**src/rtl/riscv_pkg.sv**
```systemverilog
// Core-wide constants and types shared by the register file and writeback path.
package riscv_pkg;

   localparam int unsigned XLEN     = 32;
   localparam int unsigned REG_AW   = 5;
   localparam int unsigned NUM_REGS = 32;

   typedef logic [REG_AW-1:0] reg_addr_t;

endpackage

```
**src/rtl/rr_arbiter.sv**
```systemverilog
// Round-robin arbiter: one-hot grant over a request vector.
// The search starts one past the last source that transferred.
module rr_arbiter #(
   parameter int unsigned N    = 3,
   parameter int unsigned IdxW = $clog2(N)
) (
   input  logic            clk,
   input  logic            rst_n,
   input  logic [N-1:0]    req,
   input  logic            xfer,
   output logic [N-1:0]    gnt,
   output logic [IdxW-1:0] gnt_idx
);

   logic [IdxW-1:0] last_q;
   int unsigned     cand;
   logic            found;

   // Rotating priority search starting just after the last granted source
   always_comb begin
      gnt     = '0;
      gnt_idx = '0;
      cand    = 0;
      found   = 1'b0;
      for (int unsigned k = 1; k <= N; k++) begin
         cand = (32'(last_q) + k) % N;
         if (!found && req[cand]) begin
            found     = 1'b1;
            gnt_idx   = IdxW'(cand);
            gnt[cand] = 1'b1;
         end
      end
   end

   // Pointer moves only on an actual transfer; reset gives source 0 first priority
   always_ff @(posedge clk or negedge rst_n) begin
      if (!rst_n) begin
         last_q <= IdxW'(N - 1);
      end else if (xfer) begin
         last_q <= gnt_idx;
      end
   end

endmodule

```
**src/rtl/regfile_wb_arbiter.sv**
```systemverilog
// Writeback arbiter for the register file write port, plus the per-register
// busy scoreboard used by issue. The output stage drives wr/wr_data directly.
module regfile_wb_arbiter #(
   parameter int unsigned N_SRC  = 3,
   parameter int unsigned XLEN   = riscv_pkg::XLEN,
   parameter int unsigned REG_AW = riscv_pkg::REG_AW
) (
   input  logic                    clk,
   input  logic                    rst_n,
   input  logic [N_SRC-1:0]        src_valid,
   output logic [N_SRC-1:0]        src_ready,
   input  logic [N_SRC*REG_AW-1:0] src_rd,
   input  logic [N_SRC*XLEN-1:0]   src_data,
   output logic [REG_AW-1:0]       wr,
   output logic [XLEN-1:0]         wr_data,
   input  logic                    iss_set,
   input  logic [REG_AW-1:0]       iss_rd,
   input  logic [REG_AW-1:0]       q_rs1,
   input  logic [REG_AW-1:0]       q_rs2,
   output logic                    q_rs1_busy,
   output logic                    q_rs2_busy
);

   import riscv_pkg::*;

   localparam int unsigned IdxW    = $clog2(N_SRC);
   localparam int unsigned NumRegs = 1 << REG_AW;

   logic [N_SRC-1:0]   gnt;
   logic [IdxW-1:0]    gnt_idx;
   logic               xfer;
   logic [REG_AW-1:0]  sel_rd;
   logic [XLEN-1:0]    sel_data;
   logic [REG_AW-1:0]  wr_q;
   logic [XLEN-1:0]    wr_data_q;
   logic [NumRegs-1:1] busy_q;
   logic [NumRegs-1:1] busy_d;
   logic [NumRegs-1:0] busy_vec;

   rr_arbiter #(
      .N    (N_SRC),
      .IdxW (IdxW)
   ) u_arb (
      .clk     (clk),
      .rst_n   (rst_n),
      .req     (src_valid),
      .xfer    (xfer),
      .gnt     (gnt),
      .gnt_idx (gnt_idx)
   );

   // The arbiter only grants requesting sources, so a grant is a transfer
   assign src_ready = gnt;
   assign xfer      = |(src_valid & gnt);
   assign sel_rd    = src_rd[32'(gnt_idx) * REG_AW +: REG_AW];
   assign sel_data  = src_data[32'(gnt_idx) * XLEN +: XLEN];

   // Output stage: capture the winner; idle cycles write x0 and hold the data
   always_ff @(posedge clk or negedge rst_n) begin
      if (!rst_n) begin
         wr_q      <= '0;
         wr_data_q <= '0;
      end else if (xfer) begin
         wr_q      <= sel_rd;
         wr_data_q <= sel_data;
      end else begin
         wr_q      <= '0;
      end
   end

   assign wr      = wr_q;
   assign wr_data = wr_data_q;

   // Scoreboard next state: clear on commit, then set, so set wins a collision
   always_comb begin
      busy_d = busy_q;
      if (wr_q != '0) begin
         busy_d[wr_q] = 1'b0;
      end
      if (iss_set && (iss_rd != '0)) begin
         busy_d[iss_rd] = 1'b1;
      end
   end

   // Scoreboard state
   always_ff @(posedge clk or negedge rst_n) begin
      if (!rst_n) begin
         busy_q <= '0;
      end else begin
         busy_q <= busy_d;
      end
   end

   // x0 is never busy
   assign busy_vec   = {busy_q, 1'b0};
   assign q_rs1_busy = busy_vec[q_rs1];
   assign q_rs2_busy = busy_vec[q_rs2];

   // Issue must stall on WAW; a register committing on this edge counts as free
   a_no_waw_set: assert property (@(posedge clk) disable iff (!rst_n)
      (iss_set && (iss_rd != '0) && (wr_q != iss_rd)) |-> !busy_vec[iss_rd]);

   a_ready_onehot: assert property (@(posedge clk) disable iff (!rst_n)
      $onehot0(src_ready));

   a_ready_only_valid: assert property (@(posedge clk) disable iff (!rst_n)
      (src_ready & ~src_valid) == '0);

endmodule

```
**config.mk**
```make
export PLATFORM = sky130hd
export DESIGN_NAME = regfile_wb_arbiter
export DESIGN_NICKNAME = d
export VERILOG_FILES = /design/src/rtl/riscv_pkg.sv /design/src/rtl/rr_arbiter.sv /design/src/rtl/regfile_wb_arbiter.sv
export SDC_FILE = /design/constraint.sdc
export NUM_CORES = 1
export LEC_CHECK = 0
export CORE_MARGIN = 4
export CORE_UTILIZATION = 39
export CTS_CLUSTER_DIAMETER = 40
export CTS_CLUSTER_SIZE = 24
export DETAILED_ROUTE_END_ITERATION = 16
export GPL_TIMING_DRIVEN = 1
export PLACE_DENSITY = 0.81
export SYNTH_ARGS = -nofsm -noshare
export SYNTH_HDL_FRONTEND = slang
export SYNTH_HIERARCHICAL = 1
export SYNTH_SLANG_ARGS = --single-unit
export TNS_END_PERCENT = 10
```
**constraint.sdc**
```tcl
create_clock -name clk -period 2.6 [get_ports clk]
set_clock_uncertainty 0.05 [all_clocks]
set_input_delay 0.26 -clock clk [delete_from_list [all_inputs] [get_ports clk]]
set_output_delay 0.26 -clock clk [all_outputs]
set_load 0.05 [all_outputs]
```
# Word-level counts from Yosys, hierarchy flattened
# Index checks and enable logic that the tools add are counted.
totals:
  in_bits: 132
  reg_bits: 70
  output_inout_bits: 42
op_classes:
  n_bitwise: 6
  order_cmp: 12
  n_div: 3
  n_shift: 2
  muxes: 31
  reduce_logical: 13
  multipliers: 1
  n_addsub: 3
ops:
  columns: ["op", "n"]
  rows:
  - ["$ge A32 B1 Y1 const B", 3]
  - ["$lt A32 B3 Y1 const B", 3]
  - ["$mod A32 B2 Y32 const B", 3]
  - ["$shiftx A96 B8 Y32", 1]
  - ["$mux W31", 2]
  - ["$and A31 B31 Y31", 1]
  - ["$not A31 Y31", 1]
  - ["$or A31 B31 Y31", 1]
  - ["$lt A5 B6 Y1 const B", 4]
  - ["$shiftx A15 B6 Y5", 1]
  - ["$mux W1", 12]
  - ["$bmux W1 S5", 2]
  - ["$demux W1 S5", 2]
  - ["$ge A5 B1 Y1 const B", 2]
  - ["$reduce_bool A5 Y1", 2]
  - ["$mux W3", 3]
  - ["$logic_and A1 B1 Y1", 8]
  - ["$add A2 B2 Y3 const B", 2]
  - ["$bmux W1 S2", 3]
  - ["$demux W1 S2", 3]
  - ["$mux W2", 3]
  - ["$or A3 B3 Y3", 2]
  - ["$mul A2 B3 Y5 const B", 1]
  - ["$mux W5", 1]
  - ["other kinds (4)", 5]

# Logic depth before layout (Yosys ltp)
# Gate-level depths: netlist of the first run.
logic_depth:
  ltp_word: 14
  ltp_mapped: 15
  mapped_depth_nobuf: 11

# Hierarchy
# The synthesis of the first run kept the hierarchy.
modules_own_cells:
  columns: ["mod", "cells_per_inst", "area_each_um2", "instances"]
  rows:
  - ["regfile_wb_arbiter", 435, 3880.0, 1]
  - ["rr_arbiter", 45, 345.3, 1]

# Least setup slack after synthesis of the first run
# Ideal clock, no wire load.
synth_timing:
  kind: "reg-to-reg"
  startpoint: "register u_arb.last_q[1]"
  endpoint: "register u_arb.last_q[1]"
  period_less_slack_ns: 3.806
  stages_incl_launch_ff: 15
  setup_slack_ns: -1.206
  required_time_ns: 2.473
  t_arrival_ns: 3.679
  path_buffers: 3
  path_cell_list: "dfstp_2 inv_1 ha_1 a22o_1 a211oi_2 nor2_1 o31ai_1 a22oi_1 and2_1 buf_2 inv_1 buf_2 buf_2 nor2_1 a31oi_1"
synth_via:
  elab_chain_len: 13
  elab_cells_between_ends: 43
  cone_classes: "add/sub (3); div (3); order compare (6); mux (20); bitwise (3); reduce/logical (8)"
synth_rtl:
  columns: ["item", "line_no", "rtl"]
  rows:
  - ["from (decl)", "rr_arbiter.sv:15", "logic [IdxW-1:0] last_q;"]
  - ["from (signal assigned)", "rr_arbiter.sv:38", "last_q <= IdxW'(N - 1);"]
  - ["from (signal assigned)", "rr_arbiter.sv:40", "last_q <= gnt_idx;"]
  - ["$add A2 B1 Y3", "rr_arbiter.sv:26", "cand = (32'(last_q) + k) % N;"]
  - ["$mod A32 B2 Y32", "rr_arbiter.sv:26", null]
  - ["$ge A32 B1 Y1 (not written as such) (tied with other cells)", "rr_arbiter.sv:30", "gnt[cand] = 1'b1;"]
  - ["$logic_and A1 B1 Y1 (not written as such) or $mux W1 (tied branches)", "rr_arbiter.sv:30, rr_arbiter.sv:27", null]
  - ["$mux W1 (on tied branches)", "rr_arbiter.sv:30, rr_arbiter.sv:27", null]
  - ["$demux W1 S2 or $logic_not A1 Y1 (tied branches)", null, null]
  - ["$mux W3 or $logic_and A1 B1 Y1 (tied branches)", "rr_arbiter.sv:27", "if (!found && req[cand]) begin"]
  - ["$or A3 B3 Y3 (no line) or $mux W1 (tied branches)", null, null]
  - ["$mux W3 or $logic_not A1 Y1 (tied branches)", "rr_arbiter.sv:27", null]
  - ["$or A3 B3 Y3 (no line) or $logic_and A1 B1 Y1 (tied branches)", null, null]
  - ["$mux W3 *", "rr_arbiter.sv:27", null]
  - ["net src_ready[2]", "regfile_wb_arbiter.sv:11", "output logic [N_SRC-1:0] src_ready,"]
  - ["$and A3 B3 Y3 *", "regfile_wb_arbiter.sv:54", "assign xfer = |(src_valid & gnt);"]
  - ["$reduce_or A3 Y1 *", "regfile_wb_arbiter.sv:54", null]
  - ["net xfer", "regfile_wb_arbiter.sv:31", "logic xfer;"]
# The timed path passes the listed nets; every way through them passes the cells marked *. The select of a mux whose other input is x is not followed.
# A chain may end at the register's enable or synchronous reset.

# Worst setup path in the final report of the first run
layout_timing:
  startpoint: "register u_arb.last_q[1]"
  endpoint: "output port src_ready[0]"
layout_via:
  elab_chain_len: 11
  elab_cells_between_ends: 38
  cone_classes: "add/sub (3); div (3); order compare (6); mux (17); bitwise (2); reduce/logical (7)"
layout_rtl:
  columns: ["item", "line_no"]
  rows:
  - ["$add A2 B1 Y3", "rr_arbiter.sv:26"]
  - ["$mod A32 B2 Y32", "rr_arbiter.sv:26"]
  - ["$ge A32 B1 Y1 (not written as such) (tied with other cells)", "rr_arbiter.sv:30"]
  - ["$logic_and A1 B1 Y1 (not written as such) or $mux W1 (tied branches)", "rr_arbiter.sv:30, rr_arbiter.sv:27"]
  - ["$mux W1 (on tied branches)", "rr_arbiter.sv:30, rr_arbiter.sv:27"]
  - ["$demux W1 S2 or $logic_not A1 Y1 (tied branches)", null]
  - ["$mux W3 or $logic_and A1 B1 Y1 (tied branches)", "rr_arbiter.sv:27"]
  - ["$or A3 B3 Y3 (no line) or $mux W1 (tied branches)", null]
  - ["$mux W3 or $logic_not A1 Y1 (tied branches)", "rr_arbiter.sv:27"]
  - ["$or A3 B3 Y3 (no line) or $logic_and A1 B1 Y1 (tied branches)", null]
  - ["$mux W3 *", "rr_arbiter.sv:27"]
  - ["to (decl)", "regfile_wb_arbiter.sv:11"]
# Mark *: on every way between the ends. The rest lies on a longest branch, timed or not. The select of a mux whose other input is x is not followed.

==> impl_metrics.env, run 1 <==
export IMPL_clock_sinks=70
export IMPL_drc=0
export IMPL_tightestPinTransition_ns=0.761
export IMPL_h_tree_depth=3
export IMPL_syn_inst=480
export IMPL_async_flop_share_pct=100
export IMPL_slew_viol_final=0
export IMPL_clkTransAtPathRegs_ns=0.08
export IMPL_ys_types=40
export IMPL_crit_arrival_ns=2.22
export IMPL_ant_nets=0
export IMPL_ys_ff_latch=70
export IMPL_fin_hold_ws_ns=0.466
export IMPL_rsz0062_at_grt="yes"
export IMPL_grt_max_degree=38
export IMPL_period_share_pct=97.4
export IMPL_end_kind="output port"
export IMPL_die_area_sq_um=12600
export IMPL_multiInputGateArea_sq_um=2430
export IMPL_cts_tree="built"
export IMPL_fin_nets=801
export IMPL_dpl_cell_area_sq_um=6310
export IMPL_diodes=0
export IMPL_avgSynthCellArea_sq_um=8.80
export IMPL_crit_required_ns=2.29
export IMPL_status="finished, final reports clean"
export IMPL_cap_violations=0
export IMPL_rows=37
export IMPL_groute_usage_overall_pct=21.9
export IMPL_clock_latency_ns=0.34
export IMPL_total_power_w=0.00879
export IMPL_fp_dieW_um=112
export IMPL_final_util_pct=64.0
export IMPL_drt_first_pass_iters=5
export IMPL_synth_edff_count=0
export IMPL_p_leak_nw=2.59
export IMPL_ys_seq_area_share_pct=41.5
export IMPL_via_count=4484
export IMPL_drt_iter0_drc=196
export IMPL_hpwlAfterDp_um=11000
export IMPL_syn_cell_area_sq_um=4230
export IMPL_grt_pass1_wl_um=22500
export IMPL_design_core_area_sq_um=10400
export IMPL_fmax_mhz=395
export IMPL_stdcell_area_sq_um=6670
export IMPL_die_h_um=112
export IMPL_cts_path_max_buffers=2
export IMPL_syn2layout_area_growth_pct=57.8
export IMPL_io_buffers=173
export IMPL_finalCriticalPeriod_ns=2.53
export IMPL_antenna_found_initial=0
export IMPL_syn_nets=616
export IMPL_ys_flop_type="dfrtp_1"
export IMPL_layout_common_cells="167 x clkdlybuf4s50_1, 85 x nor2_1, 75 x a21oi_1"
export IMPL_via_per_inst=5.56
export IMPL_worstPathMaxFanout=5
export IMPL_setup_viol=0
export IMPL_yosysWarnings=6
export IMPL_gp_congestion=0.877
export IMPL_fin_setup_tns_ns=0
export IMPL_numCtsBuffers=9
export IMPL_grt_pass1_vias=4622
export IMPL_wl_per_cell_um=17.9
export IMPL_maxSlewHeadroom_pct=49.3
export IMPL_ir_worst_vdd_v=0.000856
export IMPL_critical_path_class="register to output port"
export IMPL_cts_root_buf="clkbuf_8"
export IMPL_grt_ovfl_total=0
export IMPL_nFillCells=815
export IMPL_final_common_cell="clkdlybuf4s50_1"
export IMPL_hold_viol_final=0
export IMPL_p_per_area_nw_per_um2=1320
export IMPL_start_util_pct=40.6
export IMPL_seq_area_sq_um=1750
export IMPL_ios=174
export IMPL_drt_total_wl_um=14400
export IMPL_start_kind="register"
export IMPL_hold_path_class="primary input to async pin"
export IMPL_drive_above_1_share_pct=11.6
==> repair_timing <==
action | CTS | global route
hold buffers | 1 | 0
pin swaps | 0 | 4
setup buffers | 0 | 1
setup endpoints to repair | 1 | 42
cloned | 0 | 2
gates resized for setup | 0 | 22
hold endpoints to repair | 29 | 0
==> layout make-up <==
type	count	share of cell area, %
timing repair buffer	201	31.2
clock buffer	11	2.12
sequential	70	26.3
tap	136	2.55
multi-input combinational	375	36.5
inverter	8	0.525
clock inverter	5	0.882
==> per-layer routing <==
| layer | up-vias | part of all wire [%] | GRT usage, % |
|---|---|---|---|
| li1 | 2098 | - | - |
| met1 | 2144 | 38 | 25.5 |
| met2 | 208 | 51 | 38.7 |
| met3 | 34 | 8.7 | 6.79 |
| met4 | 0 | 2.3 | 6.49 |
| met5 | - | 0 | 0 |
==> cells by family (layout without fill, tap and decap cells) <==
family | count (synthesis) | in the layout | share of synthesized area [%]
compound gates | 161 | 161 | 20.7
fa+ha+maj | 4 | 4 | 1.18
buf+inv | 35 | 225 | 3.76
flops | 70 | 70 | 41.5
mux | 64 | 64 | 17.0
simple gates | 146 | 146 | 15.9
==> worst max-delay path, stage by stage (launching register included) <==
cell,delay [ns]
dfstp_2,0.57
inv_2,0.06
ha_4,0.18
mux2_2,0.28
o32a_1,0.36
o221ai_4,0.17
buf_6,0.13
buf_12,0.12
==> cells in the mapped netlist, drive strengths merged (2+ instances only) <==
master,n,area (sq um)
a211oi,3,27.5
a21oi,76,380
a22oi,5,37.5
a31oi,2,12.5
buf,16,86.3
clkbuf,11,42.5
dfrtp,69,1730
ha,4,50.1
inv,8,30.0
mux2i,57,571
mux4,6,135
nand2,13,48.8
nand2b,8,50.1
nand3,12,60.1
nand3b,9,67.6
nand4,2,12.5
nor2,87,327
nor2b,5,31.3
o2111ai,3,26.3
o211ai,3,22.5
o21ai,62,310
o221ai,2,17.5
or3,2,12.5
or3b,3,26.3
==> metrics by stage <==
| step | instances | setup slack (ns) |
|---|---|---|
| after global routing | 806 | -0.0568 |
| after CTS | 803 | -0.00213 |
| after floorplan | 480 | -0.140 |
| final | 806 | 0.0682 |
| after detailed placement | 786 | -0.0317 |
| after global placement | 786 | 0.00133 |
==> flip-flops by register name (all words and copies together), names as in the netlist <==
name and flops:
wr_data 32, busy_q 31, wr 5, u_arb/last_q 2
==> final timing paths <==
path,start,to,slack (ns),cells after the start
hold reg to reg,wr_data[18],wr_data[18],0.48,2
min in group clk,src_rd[12],wr[2],0.47,3
hold / removal,rst_n,wr_data[31],0.47,2
setup / recovery,u_arb/last_q[1],src_ready[0],0.07,7
setup reg to reg,u_arb/last_q[1],wr_data[23],0.07,10
max in group asynchronous,rst_n,u_arb/last_q[1],1.34,3
==> where the power goes <==
part | total (W) | switching (W) | leakage [nW] | internal [W]
logic | 0.00593 | 0.00345 | 1.73 | 0.00248
registers | 0.00197 | 0.000363 | 0.766 | 0.00160
clock network | 0.000894 | 0.000424 | 0.0955 | 0.000470
Note: power is estimated with default switching activity, not from simulation.
==> run 2: changes to the inputs <==
- CAP_MARGIN: not set -> 10
- CORE_UTILIZATION: 39 -> 34
- PLACE_DENSITY: 0.81 -> 0.72
==> impl_metrics.env, run 2 (synthesis results as in run 1) <==
export IMPL_status="finished, final reports clean"
export IMPL_p_per_area_nw_per_um2=1320
export IMPL_drive_above_1_share_pct=11.2
export IMPL_groute_usage_overall_pct=20.4
export IMPL_design_core_area_sq_um=12100
export IMPL_drt_first_pass_iters=5
export IMPL_fin_nets=800
export IMPL_grt_ovfl_total=0
export IMPL_p_seq_share_pct=21.9
export IMPL_rows=40
export IMPL_via_per_inst=5.22
export IMPL_cts_root_buf="clkbuf_16"
export IMPL_hpwlAfterDp_um=11000
export IMPL_via_count=4367
export IMPL_fp_dieW_um=119
export IMPL_hold_viol_final=0
export IMPL_cts_path_max_buffers=2
export IMPL_cap_violations=0
export IMPL_crit_required_ns=2.29
export IMPL_path_delay_family="compound AO/OA/AOI/OAI gates"
export IMPL_fmax_mhz=393
export IMPL_largest_reg_flops=32
export IMPL_crit_arrival_ns=2.24
export IMPL_ant_nets=0
export IMPL_grt_max_degree=45
export IMPL_critPathBufInv=3
export IMPL_setup_viol=0
export IMPL_critical_path_class="register to output port"
export IMPL_clkTransAtPathRegs_ns=0.06
export IMPL_die_area_sq_um=14300
export IMPL_grt_pass1_vias=4632
export IMPL_syn2layout_area_growth_pct=59.8
export IMPL_h_tree_depth=3
export IMPL_stdcell_area_sq_um=6750
export IMPL_drt_total_wl_um=14700
export IMPL_end_kind="output port"
export IMPL_maxSlewHeadroom_pct=54.1
export IMPL_io_buffers=173
export IMPL_switching_share_pct=47.4
export IMPL_diodes=0
export IMPL_layout_common_cells="167 x clkdlybuf4s50_1, 85 x nor2_1, 76 x a21oi_1"
export IMPL_start_util_pct=34.9
export IMPL_ios=174
export IMPL_hold_path_class="primary input to async pin"
export IMPL_dpl_cell_area_sq_um=6350
export IMPL_crit_chain="inv_2 > ha_4 > a22o_1 > a211oi_4 > nor2_2 > o31ai_4 > buf_4 > buf_12"
export IMPL_clock_latency_ns=0.34
export IMPL_grt_pass1_wl_um=23200
export IMPL_tightestPinTransition_ns=0.689
export IMPL_intPower_w=0.00470
export IMPL_slew_viol_final=0
export IMPL_clock_sinks=70
export IMPL_seq_area_sq_um=1750
export IMPL_die_h_um=119
export IMPL_worstPathMaxFanout=5
export IMPL_p_comb_share_pct=65.5
export IMPL_gp_congestion=0.880
export IMPL_antenna_found_initial=0
export IMPL_p_clk_share_pct=12.6
export IMPL_finalCriticalPeriod_ns=2.55
export IMPL_rsz0062_at_grt="yes"
export IMPL_cts_tree="built"
export IMPL_p_leak_nw=2.62
export IMPL_numCtsBuffers=9
export IMPL_drc=0
export IMPL_period_share_pct=98.0
export IMPL_nFillCells=1099
export IMPL_fin_setup_tns_ns=0
export IMPL_start_kind="register"
export IMPL_wl_per_cell_um=17.6
export IMPL_final_common_cell="clkdlybuf4s50_1"
export IMPL_multiInputGateArea_sq_um=2410
export IMPL_cp_slowest_stage_delay_ns=0.57
export IMPL_critPathSlowestCell="dfstp_2"
export IMPL_p_sw_w=0.00423
export IMPL_ir_worst_vdd_v=0.000741
export IMPL_drt_iter0_drc=300
-- run 2: cell types whose count changed in the layout (fill, tap and decap cells not counted), sizes merged --
cell,before,now
inv,7,8
clkinvlp,2,1
buf,31,30
bufinv,1,0
clkbuf,13,14
-- run 2: metal layers --
metal  wire (um)  up-vias  GRT usage, %
met4         241        0          6.87
met5           0        -             0
met3        1220       16          6.98
met1        5870     2060          24.0
li1            -     2086             -
met2        7370      205          34.9
-- run 2: through the flow --
step                      hold slack (ns)  power [W]  setup WS [ns]  instances  utilization [%]
after detailed placement            0.286    0.00742         0.0128        818             52.4
after floorplan                   -0.0856    0.00570         -0.140        480                -
after global placement              0.278    0.00729         0.0754        818             52.4
final                               0.455    0.00893         0.0526        837             55.8
after CTS                           0.463    0.00858         0.0255        835             54.8
after global routing                0.502    0.00954        -0.0281        837             55.8
-- run 2: layout make-up --
| class | instances | share of cell area [%] |
|---|---|---|
| multi-input combinational | 375 | 35.8 |
| timing repair buffer | 200 | 30.7 |
| inverter | 8 | 0.482 |
| tap | 168 | 3.11 |
| clock inverter | 4 | 0.333 |
| sequential | 70 | 26.0 |
| clock buffer | 12 | 3.65 |
-- run 2: power by group through the flow --
| stage | sequential, W | combinational [W] | clock, W |
|---|---|---|---|
| final | 0.00195 | 0.00585 | 0.00113 |
| after global routing | 0.00202 | 0.00632 | 0.00120 |
| after CTS | 0.00195 | 0.00548 | 0.00115 |
| after detailed placement | 0.00196 | 0.00546 | 0 |
| after global placement | 0.00194 | 0.00535 | 0 |
| after floorplan | 0.00283 | 0.00287 | 0 |
-- run 2: repair_timing --
| item | CTS | global route |
|---|---|---|
| hold buffers | 1 | 0 |
| endpoints found under the setup margin | 1 | 39 |
| resized for setup | 0 | 19 |
| hold endpoints to repair | 28 | 0 |
| setup buffers | 0 | 0 |
| pin swaps | 1 | 1 |
| gates cloned | 0 | 2 |
-- run 2: final timing paths --
kind	cells past startpoint	slack (ns)	start	endpoint
max	8	0.05	u_arb/last_q[1]	src_ready[2]
min	2	0.46	rst_n	wr_data[1]
max reg2reg	12	0.09	u_arb/last_q[1]	u_arb/last_q[0]
min reg2reg	2	0.48	wr_data[16]	wr_data[16]
max in group asynchronous	3	1.31	rst_n	u_arb/last_q[1]
min in group clk	3	0.47	src_rd[13]	wr[3]
==> run 3: changes to the inputs <==
- SETUP_SLACK_MARGIN: not set -> 0.2
==> impl_metrics.env, run 3 (synthesis results as in run 1) <==
export IMPL_status="finished, final reports clean"
export IMPL_cap_violations=0
export IMPL_hold_viol_final=0
export IMPL_tightestPinTransition_ns=0.693
export IMPL_critPathBufInv=3
export IMPL_start_kind="register"
export IMPL_slew_viol_final=0
export IMPL_design_core_area_sq_um=12100
export IMPL_cp_slowest_stage_delay_ns=0.58
export IMPL_drt_total_wl_um=14900
export IMPL_final_util_pct=56.5
export IMPL_via_count=4411
export IMPL_critPathSlowestCell="dfstp_2"
export IMPL_clock_sinks=70
export IMPL_drt_first_pass_iters=6
export IMPL_crit_arrival_ns=2.25
export IMPL_final_common_cell="clkdlybuf4s50_1"
export IMPL_grt_max_degree=45
export IMPL_via_per_inst=5.25
export IMPL_finalCriticalPeriod_ns=2.56
export IMPL_drc=0
export IMPL_ir_worst_vdd_v=0.000701
export IMPL_nFillCells=1090
export IMPL_total_power_w=0.00916
export IMPL_crit_required_ns=2.29
export IMPL_fin_setup_tns_ns=0
export IMPL_h_tree_depth=3
export IMPL_worstPathMaxFanout=5
export IMPL_p_per_area_nw_per_um2=1340
export IMPL_ios=174
export IMPL_p_leak_nw=2.68
export IMPL_largest_reg_flops=32
export IMPL_layout_common_cells="164 x clkdlybuf4s50_1, 85 x nor2_1, 75 x a21oi_1"
export IMPL_setup_viol=0
export IMPL_numCtsBuffers=9
export IMPL_rsz0062_at_grt="yes"
export IMPL_grt_ovfl_total=0
export IMPL_start_util_pct=34.9
export IMPL_grt_pass1_wl_um=23300
export IMPL_fmax_mhz=391
export IMPL_end_kind="output port"
export IMPL_drt_iter0_drc=275
export IMPL_seq_area_sq_um=1750
export IMPL_hold_path_class="primary input to async pin"
export IMPL_syn2layout_area_growth_pct=62.1
export IMPL_cts_path_max_buffers=2
export IMPL_path_delay_family="compound AO/OA/AOI/OAI gates"
export IMPL_clock_latency_ns=0.34
export IMPL_wl_per_cell_um=17.7
export IMPL_gp_congestion=0.880
export IMPL_critical_path_class="register to output port"
export IMPL_antenna_found_initial=0
export IMPL_die_h_um=119
export IMPL_maxSlewHeadroom_pct=53.8
export IMPL_diodes=0
export IMPL_rows=40
export IMPL_period_share_pct=98.5
export IMPL_grt_pass1_vias=4666
export IMPL_cts_root_buf="clkbuf_16"
export IMPL_clkTransAtPathRegs_ns=0.06
export IMPL_fin_nets=803
export IMPL_drive_above_1_share_pct=12.2
export IMPL_dpl_cell_area_sq_um=6350
export IMPL_groute_usage_overall_pct=20.5
export IMPL_die_area_sq_um=14300
export IMPL_hpwlAfterDp_um=11000
export IMPL_stdcell_area_sq_um=6850
export IMPL_cts_tree="built"
export IMPL_multiInputGateArea_sq_um=2440
export IMPL_ant_nets=0
export IMPL_crit_chain="inv_2 > ha_4 > a22o_1 > a211oi_4 > nor2_2 > o31ai_4 > buf_6 > buf_12"
export IMPL_fp_dieW_um=119
export IMPL_io_buffers=173
## run 3: final timing paths
path,slack (ns),endpoint,from,cells after the start
max,0.04,src_ready[2],u_arb/last_q[1],8
max reg2reg,0.05,u_arb/last_q[1],u_arb/last_q[1],12
min in group clk,0.47,wr[3],src_rd[13],3
min reg2reg,0.48,wr_data[16],wr_data[16],2
max in group asynchronous,1.30,u_arb/last_q[1],rst_n,3
min,0.46,wr_data[1],rst_n,2
## run 3: metrics by stage
step                      setup WS [ns]  cells  hold WS, ns
after global routing            -0.0173    840        0.502
after CTS                        0.0568    835        0.463
after floorplan                  -0.140    480      -0.0856
after global placement           0.0754    818        0.278
after detailed placement         0.0128    818        0.286
final                            0.0392    840        0.462
## run 3: final cells by class
type	instances	area share, %
inverters	8	0.548
multi-input cells	375	35.7
well taps	168	3.07
flip-flops and latches	70	25.6
clock inverters	4	0.329
repair buffers	203	31.2
clock buffers	12	3.60
## run 3: power breakdown
part	switching (W)	internal [W]	total, W	leakage, nW
registers	0.000346	0.00161	0.00196	0.765
clock network	0.000458	0.000667	0.00112	0.132
logic	0.00350	0.00258	0.00608	1.78
total	0.00430	0.00486	0.00916	2.68
## run 3: routing by layer
| layer | vias to the layer above | track usage (%) | part of all wire [%] |
|---|---|---|---|
| li1 | 2094 | - | - |
| met1 | 2078 | 24.0 | 40 |
| met2 | 221 | 34.8 | 50 |
| met3 | 18 | 7.03 | 8.9 |
| met4 | 0 | 7.73 | 1.7 |
| met5 | - | 0 | 0 |
## run 3: timing repair
| item | 4_1_cts | 5_1_grt |
|---|---|---|
| endpoints found under the hold margin | 28 | 0 |
| hold buffers | 1 | 0 |
| cloned | 0 | 3 |
| setup buffers | 0 | 2 |
| endpoints found under the setup margin | 43 | 44 |
| pin swaps | 1 | 7 |
| gates resized for setup | 5 | 28 |
